**config.mk**
```make
export PLATFORM = sky130hd
export DESIGN_NAME = id_ex_stage_flat
export DESIGN_NICKNAME = d
export VERILOG_FILES = /design/src/rtl/id_ex_if.sv /design/src/rtl/id_ex_stage.sv /design/src/flat_wrapper.sv
export SDC_FILE = /design/constraint.sdc
export NUM_CORES = 1
export LEC_CHECK = 0
export CAP_MARGIN = 40
export CORE_AREA = 2 2 256 258
export DETAILED_ROUTE_END_ITERATION = 7
export DIE_AREA = 0 0 258 260
export PLACE_DENSITY = 0.52
export SYNTH_ARGS = -nofsm -noshare
export SYNTH_HDL_FRONTEND = slang
export SYNTH_SLANG_ARGS = --single-unit
```
**constraint.sdc**
```tcl
create_clock -name clk -period 2.7 [get_ports clk]
set_input_delay 0.675 -clock clk [delete_from_list [all_inputs] [get_ports clk]]
set_output_delay 0.675 -clock clk [all_outputs]
set_load 0.05 [all_outputs]
```
**src/rtl/id_ex_if.sv**
```systemverilog
// Decode/execute boundary bundle for id_ex_stage: decode offer, forwarding taps, and ULA-facing outputs.
interface id_ex_if #(
    parameter int N          = 64,
    parameter int REG_ADDR_W = 5,
    parameter int CNT_W      = 32
);
    logic                  in_valid;
    logic                  in_ready;
    logic [REG_ADDR_W-1:0] rs1Addr;
    logic [REG_ADDR_W-1:0] rs2Addr;
    logic [N-1:0]          rs1Data;
    logic [N-1:0]          rs2Data;
    logic [N-1:0]          imm;
    logic [N-1:0]          pc;
    logic                  aluSrcA;
    logic                  aluSrcB;
    logic                  isStore;
    logic [3:0]            ALUControlIn;
    logic [REG_ADDR_W-1:0] rdAddr;
    logic                  regWriteIn;
    logic                  exmemRegWrite;
    logic                  exmemIsLoad;
    logic [REG_ADDR_W-1:0] exmemRd;
    logic [N-1:0]          exmemResult;
    logic                  memwbRegWrite;
    logic [REG_ADDR_W-1:0] memwbRd;
    logic [N-1:0]          memwbResult;
    logic                  flush;
    logic                  out_ready;
    logic                  out_valid;
    logic [N-1:0]          dataA;
    logic [N-1:0]          dataB;
    logic [3:0]            ALUControl;
    logic [N-1:0]          storeData;
    logic [REG_ADDR_W-1:0] rdOut;
    logic                  regWriteOut;
    logic [CNT_W-1:0]      stallCount;

    modport master (
        output in_valid, rs1Addr, rs2Addr, rs1Data, rs2Data, imm, pc,
               aluSrcA, aluSrcB, isStore, ALUControlIn, rdAddr, regWriteIn,
               exmemRegWrite, exmemIsLoad, exmemRd, exmemResult,
               memwbRegWrite, memwbRd, memwbResult, flush, out_ready,
        input  in_ready, out_valid, dataA, dataB, ALUControl, storeData,
               rdOut, regWriteOut, stallCount
    );

    modport slave (
        input  in_valid, rs1Addr, rs2Addr, rs1Data, rs2Data, imm, pc,
               aluSrcA, aluSrcB, isStore, ALUControlIn, rdAddr, regWriteIn,
               exmemRegWrite, exmemIsLoad, exmemRd, exmemResult,
               memwbRegWrite, memwbRd, memwbResult, flush, out_ready,
        output in_ready, out_valid, dataA, dataB, ALUControl, storeData,
               rdOut, regWriteOut, stallCount
    );
endinterface

```
**src/rtl/id_ex_stage.sv**
```systemverilog
// ID/EX pipeline register: resolves operand forwarding, selects ULA sources, and
// registers them behind a valid/ready handshake with load-use stall detection.
module id_ex_stage #(
    parameter int N          = 64,
    parameter int REG_ADDR_W = 5,
    parameter int CNT_W      = 32
) (
    input logic     clk,
    input logic     reset,
    id_ex_if.slave  bus
);

    // x0 is hard-wired zero; a load in EX/MEM has no result yet, so it falls through to MEM/WB.
    function automatic logic [N-1:0] fwd_sel(
        input logic [REG_ADDR_W-1:0] addr,
        input logic [N-1:0]          rf_data,
        input logic                  ex_wr,
        input logic                  ex_ld,
        input logic [REG_ADDR_W-1:0] ex_rd,
        input logic [N-1:0]          ex_res,
        input logic                  wb_wr,
        input logic [REG_ADDR_W-1:0] wb_rd,
        input logic [N-1:0]          wb_res
    );
        if (addr == '0)
            return '0;
        if (ex_wr && !ex_ld && (ex_rd == addr))
            return ex_res;
        if (wb_wr && (wb_rd == addr))
            return wb_res;
        return rf_data;
    endfunction

    function automatic logic [CNT_W-1:0] sat_inc(input logic [CNT_W-1:0] cnt);
        return (&cnt) ? cnt : cnt + CNT_W'(1);
    endfunction

    logic [N-1:0]          fwd_rs1;
    logic [N-1:0]          fwd_rs2;
    logic                  rs1_used;
    logic                  rs2_used;
    logic                  hazard;
    logic                  ready;
    logic                  capture;

    logic                  vld_p1_d,      vld_p1_q;
    logic [N-1:0]          data_a_p1_d,   data_a_p1_q;
    logic [N-1:0]          data_b_p1_d,   data_b_p1_q;
    logic [3:0]            alu_ctl_p1_d,  alu_ctl_p1_q;
    logic [N-1:0]          store_p1_d,    store_p1_q;
    logic [REG_ADDR_W-1:0] rd_p1_d,       rd_p1_q;
    logic                  reg_wr_p1_d,   reg_wr_p1_q;
    logic [CNT_W-1:0]      stall_cnt_d,   stall_cnt_q;

    always_comb begin
        fwd_rs1 = fwd_sel(bus.rs1Addr, bus.rs1Data, bus.exmemRegWrite, bus.exmemIsLoad,
                          bus.exmemRd, bus.exmemResult, bus.memwbRegWrite, bus.memwbRd,
                          bus.memwbResult);
        fwd_rs2 = fwd_sel(bus.rs2Addr, bus.rs2Data, bus.exmemRegWrite, bus.exmemIsLoad,
                          bus.exmemRd, bus.exmemResult, bus.memwbRegWrite, bus.memwbRd,
                          bus.memwbResult);

        rs1_used = !bus.aluSrcA;
        rs2_used = !bus.aluSrcB || bus.isStore;
        hazard   = bus.in_valid && bus.exmemIsLoad && bus.exmemRegWrite &&
                   (bus.exmemRd != '0) &&
                   ((rs1_used && (bus.exmemRd == bus.rs1Addr)) ||
                    (rs2_used && (bus.exmemRd == bus.rs2Addr)));
        ready    = !hazard && (!vld_p1_q || bus.out_ready);
        capture  = bus.in_valid && ready && !bus.flush;

        vld_p1_d     = vld_p1_q;
        data_a_p1_d  = data_a_p1_q;
        data_b_p1_d  = data_b_p1_q;
        alu_ctl_p1_d = alu_ctl_p1_q;
        store_p1_d   = store_p1_q;
        rd_p1_d      = rd_p1_q;
        reg_wr_p1_d  = reg_wr_p1_q;
        stall_cnt_d  = stall_cnt_q;

        if (bus.flush)
            vld_p1_d = 1'b0;
        else if (capture)
            vld_p1_d = 1'b1;
        else if (bus.out_ready)
            vld_p1_d = 1'b0;

        // Payload only moves on capture, so a stalled output keeps its sampled forwarding values.
        if (capture) begin
            data_a_p1_d  = bus.aluSrcA ? bus.pc  : fwd_rs1;
            data_b_p1_d  = bus.aluSrcB ? bus.imm : fwd_rs2;
            alu_ctl_p1_d = bus.ALUControlIn;
            store_p1_d   = fwd_rs2;
            rd_p1_d      = bus.rdAddr;
            reg_wr_p1_d  = bus.regWriteIn;
        end

        if (hazard && !bus.flush)
            stall_cnt_d = sat_inc(stall_cnt_q);
    end

    // ---- p0 -> p1 register boundary ----
    always_ff @(posedge clk) begin
        if (reset) begin
            vld_p1_q     <= 1'b0;
            data_a_p1_q  <= '0;
            data_b_p1_q  <= '0;
            alu_ctl_p1_q <= 4'b0000;
            store_p1_q   <= '0;
            rd_p1_q      <= '0;
            reg_wr_p1_q  <= 1'b0;
            stall_cnt_q  <= '0;
        end else begin
            vld_p1_q     <= vld_p1_d;
            data_a_p1_q  <= data_a_p1_d;
            data_b_p1_q  <= data_b_p1_d;
            alu_ctl_p1_q <= alu_ctl_p1_d;
            store_p1_q   <= store_p1_d;
            rd_p1_q      <= rd_p1_d;
            reg_wr_p1_q  <= reg_wr_p1_d;
            stall_cnt_q  <= stall_cnt_d;
        end
    end

    assign bus.in_ready    = ready;
    assign bus.out_valid   = vld_p1_q;
    assign bus.dataA       = data_a_p1_q;
    assign bus.dataB       = data_b_p1_q;
    assign bus.ALUControl  = alu_ctl_p1_q;
    assign bus.storeData   = store_p1_q;
    assign bus.rdOut       = rd_p1_q;
    assign bus.regWriteOut = vld_p1_q && reg_wr_p1_q;
    assign bus.stallCount  = stall_cnt_q;

endmodule

```
**src/flat_wrapper.sv**
```systemverilog
// flat-port wrapper written by rule: the top's interface ports become plain ports
module id_ex_stage_flat 
#(
    parameter int N          = 64,
    parameter int REG_ADDR_W = 5,
    parameter int CNT_W      = 32
)
  (clk, reset, bus_in_valid, bus_rs1Addr, bus_rs2Addr, bus_rs1Data, bus_rs2Data, bus_imm, bus_pc, bus_aluSrcA, bus_aluSrcB, bus_isStore, bus_ALUControlIn, bus_rdAddr, bus_regWriteIn, bus_exmemRegWrite, bus_exmemIsLoad, bus_exmemRd, bus_exmemResult, bus_memwbRegWrite, bus_memwbRd, bus_memwbResult, bus_flush, bus_out_ready, bus_in_ready, bus_out_valid, bus_dataA, bus_dataB, bus_ALUControl, bus_storeData, bus_rdOut, bus_regWriteOut, bus_stallCount);
  id_ex_if #(.N(N), .REG_ADDR_W(REG_ADDR_W), .CNT_W(CNT_W)) bus_i ();
  input logic clk;
  input logic reset;
  input wire logic [$bits(bus_i.in_valid)-1:0] bus_in_valid;
  input wire logic [$bits(bus_i.rs1Addr)-1:0] bus_rs1Addr;
  input wire logic [$bits(bus_i.rs2Addr)-1:0] bus_rs2Addr;
  input wire logic [$bits(bus_i.rs1Data)-1:0] bus_rs1Data;
  input wire logic [$bits(bus_i.rs2Data)-1:0] bus_rs2Data;
  input wire logic [$bits(bus_i.imm)-1:0] bus_imm;
  input wire logic [$bits(bus_i.pc)-1:0] bus_pc;
  input wire logic [$bits(bus_i.aluSrcA)-1:0] bus_aluSrcA;
  input wire logic [$bits(bus_i.aluSrcB)-1:0] bus_aluSrcB;
  input wire logic [$bits(bus_i.isStore)-1:0] bus_isStore;
  input wire logic [$bits(bus_i.ALUControlIn)-1:0] bus_ALUControlIn;
  input wire logic [$bits(bus_i.rdAddr)-1:0] bus_rdAddr;
  input wire logic [$bits(bus_i.regWriteIn)-1:0] bus_regWriteIn;
  input wire logic [$bits(bus_i.exmemRegWrite)-1:0] bus_exmemRegWrite;
  input wire logic [$bits(bus_i.exmemIsLoad)-1:0] bus_exmemIsLoad;
  input wire logic [$bits(bus_i.exmemRd)-1:0] bus_exmemRd;
  input wire logic [$bits(bus_i.exmemResult)-1:0] bus_exmemResult;
  input wire logic [$bits(bus_i.memwbRegWrite)-1:0] bus_memwbRegWrite;
  input wire logic [$bits(bus_i.memwbRd)-1:0] bus_memwbRd;
  input wire logic [$bits(bus_i.memwbResult)-1:0] bus_memwbResult;
  input wire logic [$bits(bus_i.flush)-1:0] bus_flush;
  input wire logic [$bits(bus_i.out_ready)-1:0] bus_out_ready;
  output wire logic [$bits(bus_i.in_ready)-1:0] bus_in_ready;
  output wire logic [$bits(bus_i.out_valid)-1:0] bus_out_valid;
  output wire logic [$bits(bus_i.dataA)-1:0] bus_dataA;
  output wire logic [$bits(bus_i.dataB)-1:0] bus_dataB;
  output wire logic [$bits(bus_i.ALUControl)-1:0] bus_ALUControl;
  output wire logic [$bits(bus_i.storeData)-1:0] bus_storeData;
  output wire logic [$bits(bus_i.rdOut)-1:0] bus_rdOut;
  output wire logic [$bits(bus_i.regWriteOut)-1:0] bus_regWriteOut;
  output wire logic [$bits(bus_i.stallCount)-1:0] bus_stallCount;
  assign bus_i.in_valid = bus_in_valid;
  assign bus_i.rs1Addr = bus_rs1Addr;
  assign bus_i.rs2Addr = bus_rs2Addr;
  assign bus_i.rs1Data = bus_rs1Data;
  assign bus_i.rs2Data = bus_rs2Data;
  assign bus_i.imm = bus_imm;
  assign bus_i.pc = bus_pc;
  assign bus_i.aluSrcA = bus_aluSrcA;
  assign bus_i.aluSrcB = bus_aluSrcB;
  assign bus_i.isStore = bus_isStore;
  assign bus_i.ALUControlIn = bus_ALUControlIn;
  assign bus_i.rdAddr = bus_rdAddr;
  assign bus_i.regWriteIn = bus_regWriteIn;
  assign bus_i.exmemRegWrite = bus_exmemRegWrite;
  assign bus_i.exmemIsLoad = bus_exmemIsLoad;
  assign bus_i.exmemRd = bus_exmemRd;
  assign bus_i.exmemResult = bus_exmemResult;
  assign bus_i.memwbRegWrite = bus_memwbRegWrite;
  assign bus_i.memwbRd = bus_memwbRd;
  assign bus_i.memwbResult = bus_memwbResult;
  assign bus_i.flush = bus_flush;
  assign bus_i.out_ready = bus_out_ready;
  assign bus_in_ready = bus_i.in_ready;
  assign bus_out_valid = bus_i.out_valid;
  assign bus_dataA = bus_i.dataA;
  assign bus_dataB = bus_i.dataB;
  assign bus_ALUControl = bus_i.ALUControl;
  assign bus_storeData = bus_i.storeData;
  assign bus_rdOut = bus_i.rdOut;
  assign bus_regWriteOut = bus_i.regWriteOut;
  assign bus_stallCount = bus_i.stallCount;
  id_ex_stage #(.N(N), .REG_ADDR_W(REG_ADDR_W), .CNT_W(CNT_W)) u_core (.clk(clk), .reset(reset), .bus(bus_i));
endmodule
```
# Word-level counts from Yosys, hierarchy flattened
# Index checks and enable logic that the tools add are counted.
[totals]
ramBits = 0
regBits = 235
latchBits = 0
romBits = 0
out_inout_bits = 236
mem_count = 0
[op_classes]
shift = 0
n_eq_ne = 4
n_reduce_logical = 32
n_mux = 28
order_cmp = 0
div_mod_pow = 0
n_mul = 0
n_addsub = 1
bitwise = 1
[ops]
columns = ["cell", "n"]
rows = [
  ["64-bit two-way mux", 14],
  ["32-bit by 1-bit adder with 32-bit output (second input constant)", 1],
  ["32-bit AND reduction", 1],
  ["5-bit == test", 4],
  ["1-bit logical AND", 16],
  ["1-bit two-way mux", 14],
  ["5-bit zero test", 2],
  ["1-bit zero test", 6],
  ["5-bit nonzero test", 1],
  ["1-bit logical OR", 3],
  ["2-bit AND reduction", 1],
  ["2-bit nonzero test", 1],
  ["2-bit OR reduction", 1],
  ["1-bit inverter", 1],
]

# Logic depth before layout (Yosys ltp)
# Gate-level depths: netlist (run 1).
[depth]
ltp_word = 11
ltp_mapped = 9
mapped_depth_nobuf = 7

# Least setup slack after synthesis (run 1)
# No wires, ideal clock.
[synth_timing]
path_type = "input to output"
startpoint = "in bus_exmemRd[0]"
endpoint = "out bus_in_ready"
path_buffers = 0
t_arrival_ns = 1.817
stages = 5
slack_ns = 0.208
cell_sequence = "xnor2_1 nand3_1 o32a_2 nor2_1 nor2_1"
[synth_via]
elab_chain_len = 6
[synth_lines]
columns = ["item", "line", "rtl"]
rows = [
  ["start: declaration", "flat_wrapper.sv:27", "input wire logic [$bits(bus_i.exmemRd)-1:0] bus_exmemRd;"],
  ["5-bit == test (on tied branches)", "id_ex_stage.sv:67, id_ex_stage.sv:68", ""],
  ["1-bit logical AND (on tied branches)", "id_ex_stage.sv:67, id_ex_stage.sv:68", ""],
  ["1-bit logical OR", "id_ex_stage.sv:67", "((rs1_used && (bus.exmemRd == bus.rs1Addr)) ||"],
  ["1-bit logical AND *", "id_ex_stage.sv:66", "(bus.exmemRd != '0) &&"],
  ["1-bit zero test *", "id_ex_stage.sv:69", "ready = !hazard && (!vld_p1_q || bus.out_ready);"],
  ["1-bit logical AND *", "id_ex_stage.sv:69", ""],
  ["end: declaration", "flat_wrapper.sv:34", "output wire logic [$bits(bus_i.in_ready)-1:0] bus_in_ready;"],
]
# Every way passes the cells marked *; elsewhere a longest branch is shown, timed or not.

# Worst setup path in the final report (run 1)
[layout_timing]
startpoint = "in bus_memwbRd[3]"
endpoint = "reg u_core.data_a_p1_q[35] (netlist: u_core.bus.dataA[35])"
[layout_via]
elab_chain_len = 9
[layout_lines]
columns = ["item", "line", "rtl"]
rows = [
  ["start: declaration", "flat_wrapper.sv:30", "input wire logic [$bits(bus_i.memwbRd)-1:0] bus_memwbRd;"],
  ["5-bit == test *", "id_ex_stage.sv:29", "if (wb_wr && (wb_rd == addr))"],
  ["1-bit logical AND *", "id_ex_stage.sv:29", ""],
  ["1-bit two-way mux (2 in a row)", "id_ex_stage.sv:29", ""],
  ["1-bit two-way mux", "id_ex_stage.sv:27", "if (ex_wr && !ex_ld && (ex_rd == addr))"],
  ["64-bit two-way mux *", "id_ex_stage.sv:31", "return rf_data;"],
  ["64-bit two-way mux *", "id_ex_stage.sv:29", ""],
  ["64-bit two-way mux *", "id_ex_stage.sv:27", ""],
  ["64-bit two-way mux *", "id_ex_stage.sv:90", "data_a_p1_d = bus.aluSrcA ? bus.pc : fwd_rs1;"],
  ["end signal: assignment", "id_ex_stage.sv:115", "data_a_p1_q <= data_a_p1_d;"],
  ["end: declaration", "id_ex_stage.sv:47", "logic [N-1:0] data_a_p1_d, data_a_p1_q;"],
]
# Every way passes the cells marked *; elsewhere a longest branch is shown, timed or not. The select of a mux whose other input is x is not followed.
# A chain may end at the register's enable or synchronous reset.

==> results of run 1 <==
[layout make-up]
cell class,instances,share of cell area (%)
clock buffer,48,4.56
inverter,2,0.0334
tap,855,4.75
multi-input combinational,1270,32.9
antenna,8,0.0890
sequential,235,20.9
timing repair buffer,812,36.1
clock inverter,9,0.645
[per-layer routing]
layer | vias up | wire length (um)
li1 | 7503 | -
met1 | 7671 | 29700
met2 | 746 | 35200
met3 | 166 | 5540
met4 | 0 | 3160
met5 | - | 0
[flip-flops by register name, summed over array words and instances (netlist names)]
| register | flops |
|---|---|
| u_core.bus.out_valid | 1 |
| u_core.bus.stallCount | 32 |
| u_core.bus.storeData | 64 |
| u_core.reg_wr_p1_q | 1 |
| u_core.bus.rdOut | 5 |
| u_core.bus.ALUControl | 4 |
| u_core.bus.dataA | 64 |
| u_core.bus.dataB | 64 |
[worst max-delay path by stage]
stage                         startpoint                    to  cells after the start
after floorplan           bus_exmemRd[0]          bus_in_ready                      5
after global placement    bus_rs1Addr[1]  u_core.bus.dataA[41]                      9
after detailed placement  bus_rs1Addr[3]  u_core.bus.dataA[35]                      9
after CTS                 bus_rs1Addr[1]  u_core.bus.dataA[41]                     12
after global routing      bus_exmemRd[2]          bus_in_ready                      7
final                     bus_memwbRd[3]  u_core.bus.dataA[35]                      9
[through the flow]
step	TNS, ns	setup WS, ns	area, um^2	std cells
finish	0	0.0307	22500	3239
global route	0	0.000176	22500	3239
CTS	-0.0000457	-0.0000457	22300	3223
detailed placement	-73.35	-0.510	21000	3159
global placement	-76.55	-0.562	21000	3159
floorplan	0	0.208	12600	1662
[synth_stat cells, types with 2 or more instances]
| cell | count | area (um^2) |
|---|---|---|
| nand2_1 | 418 | 1570 |
| nor2_1 | 279 | 1050 |
| dfxtp_1 | 235 | 4700 |
| a311oi_1 | 128 | 1120 |
| a311o_1 | 126 | 1260 |
| clkbuf_1 | 126 | 473 |
| a22o_1 | 64 | 561 |
| a31oi_1 | 64 | 400 |
| a21oi_1 | 28 | 140 |
| xnor2_1 | 21 | 184 |
| nand3_1 | 20 | 100 |
| buf_2 | 18 | 90.1 |
| nand4_1 | 17 | 106 |
| o21ai_0 | 15 | 75.1 |
| xor2_1 | 13 | 114 |
| or3_1 | 12 | 75.1 |
| nor3_1 | 8 | 40.0 |
| and4_1 | 6 | 52.6 |
| buf_4 | 6 | 45.0 |
| or4_1 | 6 | 45.0 |
| and3_1 | 5 | 31.3 |
| buf_1 | 5 | 18.8 |
| o31ai_1 | 4 | 30.0 |
| nand4b_1 | 3 | 26.3 |
| nor2b_1 | 3 | 18.8 |
| nor4_1 | 3 | 18.8 |
| or2_1 | 3 | 18.8 |
| a31o_2 | 2 | 17.5 |
| and2_1 | 2 | 12.5 |
| inv_1 | 2 | 7.51 |
| nand2b_1 | 2 | 12.5 |
| nor2_2 | 2 | 12.5 |
| o21ai_1 | 2 | 10.0 |
[worst max-delay path: stages]
cell and delay (ns):
clkdlybuf4s50_1 0.45, xor2_1 0.19, nor4_2 0.34, buf_4 0.17
and3_4 0.23, buf_12 0.21, nand2_1 0.08, a311o_1 0.40
a311oi_2 0.29
[logic make-up (layout without fill, tap and decap cells)]
kind of cell	Yosys count	after routing	synth area share [%]
flip-flops	235	235	37.4
AO/OA/AOI/OAI	438	438	29.1
AND/OR/NAND/NOR	796	796	25.9
adder cells (fa/ha/maj)	1	1	0.0995
XOR/XNOR	34	34	2.37
buffers and inverters	157	871	5.04
other	0	8	0
multiplexers	1	1	0.0796
[power breakdown]
part / switching [uW] / internal, uW
clock: 1770 / 3020
combinational: 1620 / 1280
sequential: 114 / 3660
[timing repair]
action,CTS,global route
gates resized for setup,26,23
endpoints found under the setup margin,1,77
setup buffers,7,3
cloned,0,6
hold buffers,0,0
pin swaps,4,17
==> metrics.txt, run 1 <==
Max IR drop VDD 0.365 mV; io pins roughly 660; Core Util, Final 35.1%; Netlist cell types 47; Final Max Tran Viols 0; Area Overhead vs Synth 78.9%; Final GP Congestion 0.939; GR Overflow Total 0; count of input and output buffers 660; Post-synth ARST share 0%; data arrival time of the worst path 3.09 ns; critical path required time 3.12 ns; GR Layer Usage met1 24.0%; starting DRC count in detailed routing 1274; remaining antenna violation count after routing 0; Reg2Reg Capture Point u_core.bus.stallCount[28]; antenna violations before repair 8; largest fanout on the critical path 30; Most Crowded Layer GR met2; RSZ-0062 raised after global routing false; final hold violation count 0; met3 GRT Util 4.72%; max_cap viols 0; worst slew pin tran 0.667 ns; Primary FF master, synth dfxtp_1; FF-to-FF setup slack 0.51 ns; EDFF count, synth 0; DRT Pass-1 Iters 6; Worst-Skew Late Latency 0.53 ns; GRT met2 Usage 34.7%; footprint of the multi-input gates 7400 um^2; total power approximately 11000 uW; Rows 93; fmax between 300 and 400 MHz; via count 16086; Leakage 0.00827 uW; status completed; layout cells sized above 1 10.6%; clk buf depth 3; crit share post-route 98.9%; commonest non-fill, non-tap cell in the layout clkdlybuf4s50_1; die area 67100 um^2; crit end category flip-flop; cells on worst reg2reg path 6; mapped cell area 12600 um^2; fin crit period between 2 and 3 ns; Die W ~260 um; relative slew slack 55.4%; post-DR wirelength/cell approximately 23 um; most frequent cells in the layout clkdlybuf4s50_1 (636), nand2_1 (418), nor2_1 (274); worst hold start u_core.bus.rdOut[1]; Num CTS Buffers 34; power density over the cells 509 nW/um^2; H-Tree Depth 2; Synth warnings 0; vias in the first global route 16055; routed wire length 73600 um; CTS tree done; synthesis-stage register bit count 235; worst hold endpoint u_core.bus.rdOut[1]; die height 260 um; Hold Crit Class flip-flop to flip-flop; hold_ws 0.455 ns; Num Clock Sinks about 240; gr usage total 20.2%; Seq/Total Area, Yosys between 30 and 40%; FF/Latch Area 4700 um^2; drt via density 4.97; CP Class input port to flip-flop; filler cell count 6607; syn_area_per_cell between 7 and 8 um^2; Worst-path clk slew around 0.05 ns; syn nets ~2100; first-pass GRT wire length approximately 100000 um; CP Launch Type input port; Starting Density 19.6%; post-route clock skew 0.0231 ns; Synth Instances 1662; pin count of the biggest net entering global routing 104; clock tree root driver cell clkbuf_16; final setup fails 0; R2R Path Start u_core.bus.stallCount[8]; hold depth 2; Detail Placement HPWL 52700 um; drt drc 0; Core Area 64100 um^2; Final #Nets 2781
(Power assumes the default switching activity.)
==> run 2: changes to the inputs <==
CTS_CLUSTER_SIZE = 28   (was not set)
MAX_ROUTING_LAYER = met4   (was not set)
==> metrics.txt, run 2 (same netlist as run 1, synthesis figures left out) <==
crit-path cells dlygate4sd2_1 > xnor2_2 > nand3_2 > o32a_4 > nor2_4 > nor2_4 > buf_8 (was clkdlybuf4s50_1 > xor2_1 > nor4_2 > buf_4 > and3_4 > buf_12 > nand2_1 > a311o_1 > a311oi_2); slowest CP cell o32a_4 (was clkdlybuf4s50_1); data arrival time of the worst path 2.00 ns (was 3.09 ns); met2 wire length 34800 um (was 35200 um); routed wire length 71900 um (was 73600 um); Core Util, Final 34.9% (was 35.1%); via count 16068 (was 16086); vias in the first global route 15987 (was 16055); Final GP Congestion 0.920 (was 0.939); post-DR wirelength/cell 22.2 um (was 22.7 um); Die W 258 um (unchanged); drt via density 4.97 (about the same); Num Clock Sinks 235 (unchanged); hold_ws 0.458 ns (was 0.455 ns); Detail Placement HPWL 52800 um (was 52700 um); relative slew slack 54.7% (was 55.4%); DRT Pass-1 Iters 5 (was 6); worst setup margin 0.0212 ns (was 0.0307 ns); CP Class input port to primary output (was input port to flip-flop); CP max stage delay 0.39 ns (was 0.45 ns); die area 67100 um^2 (unchanged); GR Overflow Total 0 (unchanged); layout cells sized above 1 10.1% (was 10.6%); Final Max Tran Viols 0 (unchanged); final setup fails 0 (unchanged); Num CTS Buffers 34 (unchanged); Area Overhead vs Synth 78.1% (was 78.9%); final hold violation count 0 (unchanged); most frequent cells in the layout clkdlybuf4s50_1 (636), nand2_1 (417), nor2_1 (277) (was clkdlybuf4s50_1 (636), nand2_1 (418), nor2_1 (274)); Met3 Wirelength 4960 um (was 5540 um); Highest Signal Layer met4 (unchanged); fmax 373 MHz (was 375 MHz); clock tree root driver cell clkbuf_16 (unchanged); Leakage 0.00821 uW (was 0.00827 uW); pin count of the biggest net entering global routing 109 (was 104); fin crit period 2.68 ns (was 2.67 ns); first-pass GRT wire length 104000 um (was 103000 um); Max IR drop VDD 0.342 mV (was 0.365 mV); Rows 93 (unchanged); post-route clock skew 0.0149 ns (was 0.0231 ns); commonest non-fill, non-tap cell in the layout clkdlybuf4s50_1 (unchanged); drt drc 0 (unchanged); worst path bufs/invs 2 (was 3); Fin Setup TNS 0 ns (unchanged); Final #Nets 2768 (was 2781); Layout Cells excl Fill 3234 (was 3239); Core Area 64100 um^2 (unchanged); Starting Density 19.6% (unchanged); power density over the cells 515 nW/um^2 (was 509 nW/um^2); Worst-Skew Late Latency 0.54 ns (was 0.53 ns); dpl cells 3156 (was 3159); max_cap viols 0 (unchanged); cts-stage hold buffer count 0 (unchanged); starting DRC count in detailed routing 1128 (was 1274); CTS tree done (unchanged); crit share post-route 99.2% (was 98.9%); H-Tree Depth 2 (unchanged); Worst-path clk slew 0.05 ns (about the same); clk buf depth 3 (unchanged); status completed (unchanged); gr usage total 20.9% (was 20.2%); antenna violations before repair 11 (was 8); most used cell, CP nor2_4; critical path required time 2.03 ns (was 3.12 ns); count of input and output buffers 660 (unchanged); largest fanout on the critical path 3 (was 30); die height 260 um (unchanged); CP delay by family, top buffers and inverters (unchanged); remaining antenna violation count after routing 0 (unchanged); crit end category primary output (was flip-flop); Hold Crit Class flip-flop to flip-flop (unchanged); setup slack at placement -0.540 ns (was -0.510 ns); M1 wire length 29300 um (was 29700 um); CP Launch Type input port (unchanged); io pins 661 (unchanged); worst slew pin tran 0.678 ns (was 0.667 ns)
run 2: changes by cell type in the layout (fill, tap and decap cells not counted), moves of 4 or more:
| cell | delta |
|---|---|
| buf_4 | -4 |
| buf_6 | -4 |
| clkbuf_2 | -5 |
| clkbuf_8 | +5 |
| nor2_2 | -4 |
run 2: power breakdown:
| part | switching, uW | internal, uW | total [uW] |
|---|---|---|---|
| Sequential | 114 | 3660 | 3780 |
| Combinational | 1610 | 1270 | 2880 |
| Clock | 1810 | 3080 | 4880 |
| Total | 3530 | 8010 | 11500 |
run 2: final timing paths:
kind | start | to | slack [ns] | cells after the start
worst max-delay path | bus_rs1Addr[0] | bus_in_ready | 0.02 | 7
worst min-delay path | u_core.bus.ALUControl[2] | u_core.bus.ALUControl[2] | 0.46 | 2
worst min register to register | u_core.bus.ALUControl[2] | u_core.bus.ALUControl[2] | 0.46 | 2
worst max register to register | u_core.bus.stallCount[8] | u_core.bus.stallCount[1] | 0.30 | 8
run 2: area by class of cell:
class                   instances  area (um^2)
clock inverters                 8          115
diodes                         11         27.5
multi-input cells            1270         7430
fillers                      6632        41700
repair buffers                799         7950
clock buffers                  54         1100
flip-flops and latches        235         4700
inverters                       2         7.51
well taps                     855         1070
run 2: per-layer routing:
layer | global-route usage, % | vias up
met3 | 4.29 | 138
met2 | 34.6 | 717
met5 | - | -
li1 | - | 7503
met4 | 8.78 | 0
met1 | 24.7 | 7710
run 2: per-stage QoR:
step / power, uW / cell area (um^2)
final: 11500 / 22400
after global routing: 12000 / 22400
after CTS: 11600 / 22300
after detailed placement: 6710 / 21000
after global placement: 6700 / 21000
after floorplan: 5210 / 12600
run 2: worst reg2reg max path: stages, from the launching register on:
cell and delay, ns:
dfxtp_1 0.49, nand4_2 0.16, nor3_1 0.47, nand4b_1 0.25, nand3_1 0.35, buf_4 0.20, buf_4 0.12, mux2i_1 0.18
nor2_1 0.05
run 2: what timing repair did:
item	in CTS	in global routing
endpoints found under the hold margin	0	0
buffers inserted	5	0
pin swaps	5	10
resized for setup	25	19
endpoints found under the setup margin	1	50
